File: config.mk
export PLATFORM = sky130hd
export DESIGN_NAME = alu_issue_ctrl
export DESIGN_NICKNAME = d
export VERILOG_FILES = /design/src/rtl/alu_issue_ctrl.sv
export SDC_FILE = /design/constraint.sdc
export NUM_CORES = 1
export LEC_CHECK = 0
export BUFFER_PORTS_ARGS = -buffer_cell sky130_fd_sc_hd__clkbuf_2
export CORE_MARGIN = 5
export CORE_UTILIZATION = 40
export CTS_CLUSTER_SIZE = 8
export DETAILED_ROUTE_END_ITERATION = 7
export SLEW_MARGIN = 0
export SYNTH_ARGS = -nofsm -noshare
export SYNTH_HDL_FRONTEND = slang
export SYNTH_SLANG_ARGS = --single-unit
File: constraint.sdc
create_clock -name clock -period 3.8 [get_ports clock]
set_input_delay 0.19 -clock clock [delete_from_list [all_inputs] [get_ports clock]]
set_output_delay 0.19 -clock clock [all_outputs]
set_load 0.01 [all_outputs]
File: src/rtl/alu_issue_ctrl.sv
// alu_issue_ctrl: accepts one instruction at a time, drives the 8-bit ALU,
// then writes back the registered ALU result or resolves a branch into the PC.
// Holds the 8x8 register file and the carry flag of the last retired add.
module alu_issue_ctrl #(
    parameter int         NREGS    = 8,
    parameter logic [7:0] PC_RESET = 8'h00
) (
    input  logic        clock,
    input  logic        reset,
    input  logic        in_valid,
    output logic        in_ready,
    input  logic [15:0] in_instr,
    output logic [7:0]  alu_reg1,
    output logic [7:0]  alu_reg2,
    output logic [3:0]  alu_func,
    output logic [2:0]  alu_spec_fun,
    input  logic [7:0]  alu_res,
    input  logic        alu_carry,
    input  logic        alu_br,
    output logic        done,
    output logic        illegal,
    output logic        carry_flag,
    output logic [7:0]  pc,
    input  logic [2:0]  dbg_addr,
    output logic [7:0]  dbg_data
);

    typedef enum logic [1:0] {
        S_IDLE    = 2'd0,
        S_ISSUE   = 2'd1,
        S_CAPTURE = 2'd2
    } state_t;

    localparam logic [3:0] FUNC_ADD  = 4'b0000;
    localparam logic [3:0] FUNC_SET  = 4'b0101;
    localparam logic [3:0] FUNC_SPEC = 4'b0111;
    localparam logic [3:0] FUNC_BE   = 4'b1100;
    localparam logic [3:0] FUNC_BLT  = 4'b1101;

    state_t      state_q, state_d;
    logic [14:0] instr_q, instr_d;   // in_instr[15:1]; bit 0 is reserved
    logic [7:0]  pc_q, pc_d;
    logic        carry_q, carry_d;
    logic        done_q, done_d;
    logic        illegal_q, illegal_d;
    logic        ready_q, ready_d;
    logic [7:0]  rf_q [NREGS];
    logic [7:0]  rf_d [NREGS];

    // Reserved instruction bit carries no meaning
    logic unused_reserved;
    assign unused_reserved = in_instr[0];

    // Fields of the latched instruction (indices shifted by one, bit 0 dropped)
    logic [3:0] func_w;
    logic [2:0] ra_w;
    logic [2:0] rb_w;
    logic       imm_sel_w;
    logic [3:0] imm4_w;
    logic       is_branch_w;
    logic [7:0] br_offset_w;

    assign func_w      = instr_q[14:11];
    assign ra_w        = instr_q[10:8];
    assign rb_w        = instr_q[7:5];
    assign imm_sel_w   = instr_q[4];
    assign imm4_w      = instr_q[3:0];
    assign is_branch_w = (func_w == FUNC_BE) || (func_w == FUNC_BLT);
    assign br_offset_w = {{4{imm4_w[3]}}, imm4_w};

    // Only these function codes are forwarded to the ALU
    function automatic logic func_legal(input logic [3:0] f);
        case (f)
            4'b0000, 4'b0011, 4'b0100, 4'b0101, 4'b0110,
            4'b0111, 4'b1010, 4'b1011, 4'b1100, 4'b1101: func_legal = 1'b1;
            default:                                      func_legal = 1'b0;
        endcase
    endfunction

    // Next-state, writeback and pc/flag update logic
    always_comb begin
        state_d   = state_q;
        instr_d   = instr_q;
        pc_d      = pc_q;
        carry_d   = carry_q;
        done_d    = 1'b0;
        illegal_d = 1'b0;
        rf_d      = rf_q;
        case (state_q)
            S_IDLE: begin
                if (in_valid) begin
                    if (func_legal(in_instr[15:12])) begin
                        instr_d = in_instr[15:1];
                        state_d = S_ISSUE;
                    end else begin
                        // Rejected words are skipped: pc advances, nothing else changes
                        illegal_d = 1'b1;
                        pc_d      = pc_q + 8'd1;
                    end
                end
            end
            S_ISSUE: begin
                // done is registered, so it rises together with CAPTURE
                state_d = S_CAPTURE;
                done_d  = 1'b1;
            end
            S_CAPTURE: begin
                state_d = S_IDLE;
                if (is_branch_w) begin
                    pc_d = alu_br ? (pc_q + br_offset_w) : (pc_q + 8'd1);
                end else begin
                    rf_d[ra_w] = alu_res;
                    pc_d       = pc_q + 8'd1;
                    if (func_w == FUNC_ADD) begin
                        carry_d = alu_carry;
                    end
                end
            end
            default: begin
                state_d = S_IDLE;
            end
        endcase
        ready_d = (state_d == S_IDLE);
    end

    // State, register file and registered outputs
    always_ff @(posedge clock) begin
        if (reset) begin
            state_q   <= S_IDLE;
            instr_q   <= '0;
            pc_q      <= PC_RESET;
            carry_q   <= 1'b0;
            done_q    <= 1'b0;
            illegal_q <= 1'b0;
            ready_q   <= 1'b1;
            for (int i = 0; i < NREGS; i++) begin
                rf_q[i] <= '0;
            end
        end else begin
            state_q   <= state_d;
            instr_q   <= instr_d;
            pc_q      <= pc_d;
            carry_q   <= carry_d;
            done_q    <= done_d;
            illegal_q <= illegal_d;
            ready_q   <= ready_d;
            for (int i = 0; i < NREGS; i++) begin
                rf_q[i] <= rf_d[i];
            end
        end
    end

    // ALU operand drive: real operands only in ISSUE, a harmless set-to-zero otherwise
    always_comb begin
        alu_func     = FUNC_SET;
        alu_reg1     = 8'h00;
        alu_reg2     = 8'h00;
        alu_spec_fun = 3'b000;
        if (state_q == S_ISSUE) begin
            alu_func = func_w;
            alu_reg1 = rf_q[ra_w];
            // Branches always compare two registers; imm4 is their offset
            alu_reg2 = (imm_sel_w && !is_branch_w) ? {4'b0000, imm4_w} : rf_q[rb_w];
            if (func_w == FUNC_SPEC) begin
                alu_spec_fun = rb_w;
            end
        end
    end

    assign in_ready   = ready_q;
    assign done       = done_q;
    assign illegal    = illegal_q;
    assign carry_flag = carry_q;
    assign pc         = pc_q;
    assign dbg_data   = rf_q[dbg_addr];

endmodule
* Word level (Yosys, flattened, before mapping) *
Memories as Yosys holds them, arrays and structs flattened.
Index checks and enable logic that the tools add are counted.

storage, ports and cells
  ROM bits = 16
  logic and storage cells = 78
  register bits after elaboration = 93
  input bits = 32
  memories kept = 1

operators by class
  equality and inequality tests = 7
  reduce and logical (&&, ||, !) cells = 13
  bitwise logic cells = 6
  magnitude comparators = 4
  add/sub/neg operators = 2
  multiplexer cells = 30

memories
  name             words  width  rd ports  clocked after Yosys merged registers in  write ports  line  source
  (no name shown)  16     1      1         0                                        0            73    case (f)

operators by type and width
  operator                                                               number
  8-bit two-way mux                                                      14
  8-bit binary-select mux with 3-bit select                              3
  64-bit bitwise mux                                                     1
  8-bit demux with 3-bit select                                          1
  8-bit one-hot mux with 2 select lines                                  1
  4-bit greater-or-equal comparator, second input constant               3
  3-bit NOT with 4-bit output                                            3
  3-bit AND reduction                                                    3
  8-bit by 1-bit adder with 8-bit output, second input constant          1
  8-bit adder                                                            1
  4-bit equality test, second input constant                             2
  3-bit two-way mux                                                      2
  4-bit by 3-bit equality test with 1-bit output, second input constant  1
  2-bit zero test                                                        2
  4-bit zero test                                                        1
  4-bit by 1-bit < comparator with 1-bit output, second input constant   1
  1-bit two-way mux                                                      4
  2-bit two-way mux                                                      2
  4-bit two-way mux                                                      1
  2-bit != test, second input constant                                   2
  2-bit one-hot mux with 2 select lines                                  1
  1-bit NOT                                                              3
  3-bit OR reduction                                                     1
  2-bit by 1-bit equality test with 1-bit output, second input constant  1
  6 further kinds                                                        7

* Longest topological paths before layout *
An unclocked memory read counts as a cell.

  depth after elaboration = 7
  mapped depth = 8
  mapped depth without buffers = 8

* Worst setup path after synthesis *
OpenSTA, ideal clock, no wires.

  kind = input port to output port
  start point = input dbg_addr[0]
  end point = output dbg_data[2]
  arrival time = 1,695 ps
  stages on the path = 4
  setup slack = 1,915 ps
  cells stage by stage = clkbuf_1 buf_2 mux4_2 mux2_2

on the way
  word-level cells in the longest chain between the ends = 4

ends and longest elaborated chain
  element                                               line  source
  start, declared                                       24    input logic [2:0] dbg_addr,
  3-bit NOT with 4-bit output (not written as such)     175   assign dbg_data = rf_q[dbg_addr];
  8-bit binary-select mux with 3-bit select             175
  8-bit two-way mux (not written as such) (2 in a row)  175
  end, declared                                         25    output logic [7:0] dbg_data

Every way passes these cells. The select of a mux whose other input is x is not followed.

* Worst setup path in the final report *
  start point = register instr_q[6]
  end point = output alu_reg2[0]

on the way
  word-level cells in the longest chain between the ends = 6

ends and longest elaborated chain
  element                                               line  source
  start, declared                                       41    logic [14:0] instr_q, instr_d;
  start signal, assigned                                141   instr_q <= instr_d;
  3-bit NOT with 4-bit output (not written as such)     163   alu_reg2 = (imm_sel_w && !is_branch_w) ? {4'b0000, imm4_w} : rf_q[rb_w];
  8-bit binary-select mux with 3-bit select             163
  8-bit two-way mux (not written as such) (2 in a row)  163
  8-bit two-way mux                                     163
  8-bit two-way mux                                     159   if (state_q == S_ISSUE) begin
  end, declared                                         14    output logic [7:0] alu_reg2,

Every way passes these cells. The select of a mux whose other input is x is not followed.

==> results_dict.tcl <==
set metrics [dict create \
    cts_resized 0 \
    initial_core_util 0.4118 \
    drt_first_pass_iters 5 \
    powerDensity_mw_per_mm2 342.6 \
    regToRegSetupSlack_ns 1.24 \
    finalHoldViolations 0 \
    fmax_ghz 0.3645 \
    p_seq_frac 0.477 \
    skew_ns 0.01211 \
    syn_nets 633 \
    cp-end-kind "output port" \
    ios 75 \
    cts_setup_buffers 0 \
    ys_top_cells_by_count "dfxtp_1, nor2_1, mux2i_1, nand2_1, a21oi_1" \
    routed_wl_mm 16.09 \
    core_area_mm2 0.01335 \
    rr_startpoint "instr_q[10]$_SDFFE_PP0P_" \
    vias 4761 \
    switching_share 0.2680 \
    crit_required_ns 3.61 \
    area_growth_pct 13.79 \
    cap_violations 0 \
    met1_usage 0.2838 \
    synthArstFlopShare 0 \
    hold_path_end "carry_flag$_SDFFE_PP0P_" \
    grt_usage 0.2046 \
    port_buffers 73 \
    wl_per_cell_um 19.64 \
    worstPathCellList "mux4_2, mux2i_1, a211oi_1, clkbuf_2" \
    path_class "reg -> out" \
    setup_viol 0 \
    period_needed_ns 2.744 \
    critPathMaxStageDelay_ns 1.01 \
    p_leak_nw 2.326 \
    fin_cells 819 \
    startpoint_type "flop" \
    viasPerCell 5.813 \
    internal_power_mw 1.568 \
    root_buffer "clkbuf_16" \
    synth.largest_area_cell "dfxtp_1" \
    first_iter_violations 381 \
    crit_family "flip-flops" \
    ys_seq_area_frac 0.3351 \
    hold_buffers 0 \
    nNetsFinal 679 \
    fp.dieH_um 127.2 \
    clockPowerShare 0.402 \
    yosysWarnings 0 \
    cts_tree "built" \
    placed_cells 803 \
    cts_buffer_depth 2 \
    yosys.area.top_type_share 0.3351 \
    power_frac_comb 0.121 \
    crit_slowest_cell "dfxtp_1" \
    min_from "alu_carry" \
    yosysMostFrequentCell "dfxtp_1" \
    hold_depth 3 \
    fin_ws_ns 1.056 \
    reg2reg_to "rf_q[7]$_SDFFE_PP0P_" \
    synthCells 592 \
    gp_congestion 0.8866 \
    slew_violations 0 \
    crit_arrival_ns 2.55 \
    cts_sinks 92 \
    synthFlopType "dfxtp_1" \
    top_usage_layer "met2" \
    synth_seq_cells 92 \
    row_count 42 \
    vdd_drop_max_uv 165.1 \
    synthesis.area_mm2 0.005497 \
    die_area_mm2 0.01619 \
    die_x_um 127.2 \
    num_antenna_cells 0 \
    ff2ff_path_depth 5 \
    dp_hpwl_mm 11.15 \
    rsz0062_at_grt "false" \
    worstMarginPinSlew_ns 1.049 \
    path_max_fanout 18 \
    relSlewSlack 0.2998 \
    synth.distinct_cells 57 \
    fin_crit_sh 0.7220 \
    post-place-ws_ns 1.315 \
    synth_area_leaders "dfxtp_1, mux4_2, mux2i_1, nor2_1, a21oi_1" \
    synth_edf_count 0 \
    outcome "finished clean" \
    clock_latency_ns 0.35 \
    grt_use_met2 0.3082 \
    grt_pass1_wl_mm 25.94 \
    htreeDepth 3 \
    grt_pass1_vias 4705 \
    numCtsBuffers 9 \
    ant_nets 0 \
    grt.overflow.total 0 \
    finalSetupTns_ns 0 \
    syn_area_per_cell_um2 9.285 \
    crit_buf_inv 1 \
    grt_max_degree 52 \
    path_depth 4 \
    drc 0 \
    hold_class "in -> reg" \
    use_met3 0.04633 \
    grt_antenna_before_repair 0 \
    drive_gt1_frac 0.2442 \
    cts.clk_slew.worst_paths_ns 0.07 \
    p_sw_mw 0.5742 \
]
==> registers in the layout, indices dropped and copies added, names as in the netlist <==
signal / cells
instr_q: 15
in_ready: 1
carry_flag: 1
state_q: 2
illegal: 1
pc: 8
rf_q: 64
==> stage by stage <==
stage                     utilization  cell area, um^2  power (mW)  hold slack (ns)
after global routing           0.4686             6255       2.233          0.09482
after CTS                      0.4686             6255       2.161          0.07317
after global placement         0.4475             5973       1.298           0.4261
after floorplan                     -             5497       1.217           0.3339
after detailed placement       0.4475             5973       1.302           0.4373
final                          0.4686             6255       2.143          0.07532
==> power groups by stage <==
stage               registers, mW  logic, mW  clock network, mW
global placement             1.04      0.255                  0
global route                 1.03      0.283              0.923
finish                       1.02      0.258              0.862
detailed placement           1.04      0.258                  0
floorplan                    1.02      0.196                  0
CTS                          1.02      0.259              0.880
==> tightest hold or removal path: cells and delay by family <==
| kind | cells | cell delay (ns) |
|---|---|---|
| multiplexers | 1 | 0.06 |
| buffers and inverters | 1 | 0.08 |
| AND/OR/NAND/NOR | 1 | 0.07 |
==> how the worst max path moves through the flow <==
stage                             startpoint                    to
floorplan                        dbg_addr[0]           dbg_data[2]
global placement    instr_q[10]$_SDFFE_PP0P_  rf_q[1]$_SDFFE_PP0P_
detailed placement  instr_q[10]$_SDFFE_PP0P_  rf_q[7]$_SDFFE_PP0P_
CTS                  instr_q[6]$_SDFFE_PP0P_           alu_reg2[0]
global route         instr_q[8]$_SDFFE_PP0P_           alu_reg1[3]
finish               instr_q[6]$_SDFFE_PP0P_           alu_reg2[0]
==> logic make-up after synthesis <==
logic type | Yosys count | synth area share
adders and majority gates | 9 | 0.02185
xor gates and xnor gates | 5 | 0.007967
and+or+nand+nor | 216 | 0.1844
buffers and inverters | 56 | 0.04371
DFF | 92 | 0.3351
muxes | 118 | 0.2950
AOI/OAI and AO/OA | 96 | 0.1120
==> metal layers <==
layer / up-vias / routed length [um] / part of all wire
met2: 203 / 7029 / 0.44
met3: 33 / 1224 / 0.076
met5: - / 0 / 0
met4: 0 / 431 / 0.027
met1: 2275 / 7402 / 0.46
li1: 2250 / - / -
==> cell usage in the layout, fill, tap and decap left out, types with 10 or more instances in the layout <==
cell type,Yosys,routed
nor2_1,86,86
mux2_2,12,12
o21ai_0,10,10
and2_1,10,10
dfxtp_1,92,92
mux2i_1,72,72
a21oi_1,39,39
buf_4,1,13
nand2_1,43,43
mux4_2,34,34
nand3_1,32,32
clkbuf_2,0,72
==> final cells by class <==
class                           instances  area, um^2
Multi-Input combinational cell        444        3430
Clock inverter                          3       21.27
Inverter                                5       18.77
Timing Repair Buffer                   86       462.9
Fill cell                            1287        7093
Clock buffer                           13       260.3
Sequential cell                        92        1842
Tap cell                              176       220.2
(Power assumes the default switching activity.)
